==> config.mk <==
export PLATFORM = sky130hd
export DESIGN_NAME = readout_deserializer
export DESIGN_NICKNAME = d
export VERILOG_FILES = /design/src/rtl/readout_deserializer.sv
export SDC_FILE = /design/constraint.sdc
export NUM_CORES = 1
export LEC_CHECK = 0
export BUFFER_PORTS_ARGS = -buffer_cell sky130_fd_sc_hd__buf_2
export CAP_MARGIN = 20
export CORE_ASPECT_RATIO = 0.5
export CORE_MARGIN = 1
export CORE_UTILIZATION = 54
export CTS_CLUSTER_DIAMETER = 30
export DETAILED_ROUTE_END_ITERATION = 10
export PLACE_DENSITY = 0.76
export SLEW_MARGIN = 20
export SYNTH_ARGS = -nofsm -noshare
export SYNTH_HDL_FRONTEND = slang
export SYNTH_SLANG_ARGS = --single-unit
==> constraint.sdc <==
create_clock -name SPI_CLK -period 2.9 [get_ports SPI_CLK]
set_input_delay 0.145 -clock SPI_CLK [delete_from_list [all_inputs] [get_ports SPI_CLK]]
set_output_delay 0.145 -clock SPI_CLK [all_outputs]
set_load 0.01 [all_outputs]
==> src/rtl/readout_deserializer.sv <==
// Readout deserializer: loads each channel register, shifts it in MSB first and hands it on over a valid/ready handshake.
// Optional RDO_SKIP_UNUSED_EN: word 0 (trigger_cnt) sets the last register index, so unused timestamps are skipped.
module readout_deserializer (
  input  logic       SPI_CLK,
  input  logic       RSTB,
  input  logic       READOUT_REQ,
  input  logic       CNT_SER,
  output logic       INST_READOUT,
  output logic [2:0] SELECT_REG,
  output logic [9:0] WORD_DATA,
  output logic [2:0] WORD_ADDR,
  output logic       WORD_VALID,
  input  logic       WORD_READY,
  output logic       BUSY,
  output logic       DONE
);

  localparam logic [2:0] LAST_REG  = 3'd5;
  localparam logic [3:0] LAST_BIT  = 4'd9;

  typedef enum logic [2:0] {
    IDLE,
    LOAD,
    SHIFT,
    PUSH,
    FINISH
  } state_t;

  state_t     state;
  logic [2:0] idx;
  logic [3:0] bit_cnt;
  logic [9:0] shreg;
  logic [9:0] next_word;
  logic [2:0] final_idx;

  assign next_word = {shreg[8:0], CNT_SER};

`ifdef RDO_SKIP_UNUSED_EN
  logic [2:0] last_idx;
  logic [2:0] word0_last;

  // While word 0 is presented, its trigger count decides the last index directly.
  always_comb begin
    // NOTE: every variable gets a default first so no latch is inferred.
    word0_last = WORD_DATA[2:0];
    if (WORD_DATA[2:0] > LAST_REG) word0_last = LAST_REG;
    final_idx = (idx == 3'd0) ? word0_last : last_idx;
  end
`else
  assign final_idx = LAST_REG;
`endif

  // NOTE: sequential state uses non-blocking assignments only, so every register sees pre-edge values.
  always_ff @(posedge SPI_CLK or negedge RSTB) begin
    if (!RSTB) begin
      state        <= IDLE;
      idx          <= 3'd0;
      bit_cnt      <= 4'd0;
      shreg        <= 10'd0;
      INST_READOUT <= 1'b0;
      SELECT_REG   <= 3'd0;
      WORD_DATA    <= 10'd0;
      WORD_ADDR    <= 3'd0;
      WORD_VALID   <= 1'b0;
      BUSY         <= 1'b0;
      DONE         <= 1'b0;
`ifdef RDO_SKIP_UNUSED_EN
      last_idx     <= LAST_REG;
`endif
    end else begin
      case (state)
        IDLE: begin
          if (READOUT_REQ) begin
            state        <= LOAD;
            idx          <= 3'd0;
            SELECT_REG   <= 3'd0;
            INST_READOUT <= 1'b1;
            BUSY         <= 1'b1;
          end
        end

        LOAD: begin
          INST_READOUT <= 1'b0;
          bit_cnt      <= 4'd0;
          state        <= SHIFT;
        end

        SHIFT: begin
          shreg   <= next_word;
          bit_cnt <= bit_cnt + 4'd1;
          if (bit_cnt == LAST_BIT) begin
            WORD_DATA  <= next_word;
            WORD_ADDR  <= idx;
            WORD_VALID <= 1'b1;
            state      <= PUSH;
          end
        end

        PUSH: begin
          // Word and address are held untouched until the handshake completes.
          if (WORD_READY) begin
            WORD_VALID <= 1'b0;
`ifdef RDO_SKIP_UNUSED_EN
            if (idx == 3'd0) last_idx <= final_idx;
`endif
            if (idx == final_idx) begin
              DONE  <= 1'b1;
              BUSY  <= 1'b0;
              state <= FINISH;
            end else begin
              idx          <= idx + 3'd1;
              SELECT_REG   <= idx + 3'd1;
              INST_READOUT <= 1'b1;
              state        <= LOAD;
            end
          end
        end

        FINISH: begin
          // Requests arriving here are dropped, not queued.
          DONE       <= 1'b0;
          SELECT_REG <= 3'd0;
          idx        <= 3'd0;
          state      <= IDLE;
        end

        default: state <= IDLE;
      endcase
    end
  end

endmodule
==> summary.txt <==
STA
  – Max-slew headroom: 0.4690
  – TNS Setup: 0 ns
  – Final Max Tran Viols: 0
  – RSZ-0062 raised after global routing: no
  – Fmax: 0.5627 GHz
  – Final hold violations: 0
  – Min Tclk post-route: 1.777 ns
  – Tcrit/Tclk final: 0.6128
  – Worst-Margin Slew: 0.7964 ns
  – Setup violators final: 0
  – Clk_skew: 0.003812 ns

Clock network
  – CTS Sinks: 36
  – H-tree Lvls: 2
  – Clock transition at path regs: 0.07 ns
  – Clk root buf: clkbuf_8
  – Clock Latency Late Sink: 0.28 ns
  – CTS max path bufs: 2
  – Cts repair resizes: 0
  – CTS tree: done
  – CTS buffer count: 5

Route
  – Drt first pass iters: 4
  – DR WL/cell: 14.40 microns
  – Total Routed Length: 2.822 mm
  – Post-route DRC: 0
  – Detailed-route via count: 1105
  – ANT nets after route: 0
  – Via density: 5.638
  – DRT iter0 DRCs: 90

Yosys
  – Top FF cell, synth: dfrtp_1
  – Syn. warnings: 0
  – Syn Inst Count: 131
  – Area contributors post-synth: dfrtp_1 55%, mux2_2 16%, ha_1 3.1%, o21ai_0 2.8%, nor3b_1 2.3%
  – Post-synth design cell area: 1629 sq um
  – Yosys top cell by area: dfrtp_1
  – Sequential fraction of the synthesis area: 0.5530
  – Distinct cells, synth: 34
  – Synthesized Nets: 140
  – Yosys reg bits: 36
  – Top cell type's share of synthesized area: 0.5530
  – Syn_area_per_cell: 12.44 sq um
  – Async SR Flop Fraction: 1.000
  – EDFF count, synth: 0
  – Synth cell count leaders: 36 x dfrtp_1, 23 x mux2_2, 9 x o21ai_0
  – Most common cell in the netlist: dfrtp_1

Run
  – Max-Cap Viols: 0

Critical path
  – Startpoint types: register
  – Critical path capture point type: register
  – Largest stage delay, worst path: 0.61 ns
  – WS Path Type: reg2reg
  – Worst-path fanout max: 16
  – R2R cell count: 4
  – CP required: 3.06 ns
  – Crit path cell chain: inv_2 > nor4_4 > buf_4 > mux2_2
  – CP max stage cell: dfrtp_1
  – CP arrival: 1.94 ns

Status
  – Status: finished, final reports clean

Cells and area
  – Post-layout nets: 167
  – Share of cells above drive strength 1: 0.3711
  – Fillcell total: 196
  – Layout area overhead: 16.05%
  – Final instance area: 1891 sq um
  – Ant diodes: 0

GRT
  – Gr usage total: 0.1940
  – Pin count of the biggest net entering global routing: 37
  – First-pass GRT wire length: 4.422 mm
  – GR Overflow Total: 0
  – Vias in the first global route: 956
  – Initial antenna violation count: 0

Floorplan
  – Initial Utilization: 0.5962
  – Die H: 40.84 microns
  – Io pins: 25
  – Core footprint: 2733 sq um
  – Die area: 3254 sq um
  – Standard-cell row count: 13
  – Die width: 79.68 microns

Power
  – Power per Cell Area: 1097 nW/um^2
  – Cell leakage power: 0.0009277 uW
  – Maximum VDD drop: 0.0005893 V

Placement
  – Final GP Congestion: 0.7491
  – Dpl hpwl: 1.891 mm
  – Post-DP Area: 1773 sq um
  – Port Buffer Count: 24

Min path
  – Hold crit path type: in2reg
  – Hold path depth: 2
==> report_power, final <==
group          internal, uW  switching (uW)  leakage, uW
combinational           388             326     0.000411
sequential              717             216     0.000461
clock                   255             172    0.0000552
total                  1360             714     0.000928
==> cells in the final DEF (no fill, tap or decap), types with 2 or more instances in the layout <==
master     netlist  final
dfrtp_1         36     36
buf_2            3     24
mux2_2          23     23
o21ai_0          9      9
nand2_1          6      6
a21oi_1          6      6
nor3b_1          5      5
clkbuf_8         0      5
inv_1            4      4
nor2_1           4      4
ha_1             4      4
nand3b_1         2      2
nor3_1           2      2
o2bb2ai_1        2      2
o22ai_1          2      2
mux2i_1          2      2
buf_4            0      2
==> through the flow <==
stage,hold WS [ns],setup slack (ns),util,total power (uW),cells
floorplan,-0.1506,1.289,-,1421,131
global placement,0.2618,1.203,0.6488,1625,187
detailed placement,0.2752,1.149,0.6488,1659,187
CTS,0.1116,1.120,0.6919,2093,196
global route,0.1119,1.010,0.6919,2221,196
finish,0.1197,1.123,0.6919,2074,196
==> final timing paths <==
path	end	start	slack, ns
min reg2reg	WORD_VALID	WORD_VALID	0.50
max	WORD_DATA[1]	state[1]	1.12
min	shreg[0]	CNT_SER	0.12
min in group asynchronous	WORD_DATA[2]	RSTB	0.49
max in group asynchronous	WORD_DATA[6]	RSTB	1.91
max reg2reg	WORD_DATA[1]	state[1]	1.12
==> state kept, by name, summed over array words and instances, names as in the netlist <==
| name | count |
|---|---|
| bit_cnt | 4 |
| DONE | 1 |
| WORD_DATA | 10 |
| idx | 3 |
| shreg | 9 |
| INST_READOUT | 1 |
| BUSY | 1 |
| state | 3 |
| WORD_VALID | 1 |
| WORD_ADDR | 3 |
==> worst max-delay path, delay by kind of cell, from the launching register on <==
kind,cells,cell delay [ns]
buf+inv,2,0.41
mux,1,0.36
simple gates,1,0.27
flops,1,0.61
==> timing repair <==
action	in CTS	in global routing
hold buffers	1	0
setup buffers	0	0
endpoints found under the hold margin	36	0
==> area by class of cell <==
type / instances / area, sq um / share of cell area
Multi-Input combinational cell: 83 / 671.9 / 0.3554
Inverter: 5 / 18.77 / 0.009927
Clock buffer: 6 / 72.57 / 0.03839
Timing Repair Buffer: 27 / 145.1 / 0.07677
Sequential cell: 36 / 900.9 / 0.4765
Tap cell: 37 / 46.29 / 0.02449
Clock inverter: 2 / 35.03 / 0.01853
==> cells by family after synthesis <==
family / Yosys count / share of synthesized area
DFF: 36 / 0.5530
and+or+nand+nor: 25 / 0.09678
buffers and inverters: 12 / 0.03455
adders and majority gates: 4 / 0.03072
AOI/OAI and AO/OA: 29 / 0.1137
muxes: 25 / 0.1713
==> per-layer routing <==
layer | vias up | share of wire | GRT usage
met5 | - | 0 | 0
met4 | 0 | 0.0021 | 0.05455
met3 | 2 | 0.056 | 0.06667
met2 | 32 | 0.48 | 0.3226
met1 | 542 | 0.47 | 0.2496
li1 | 529 | - | -
(Power assumes the default switching activity.)
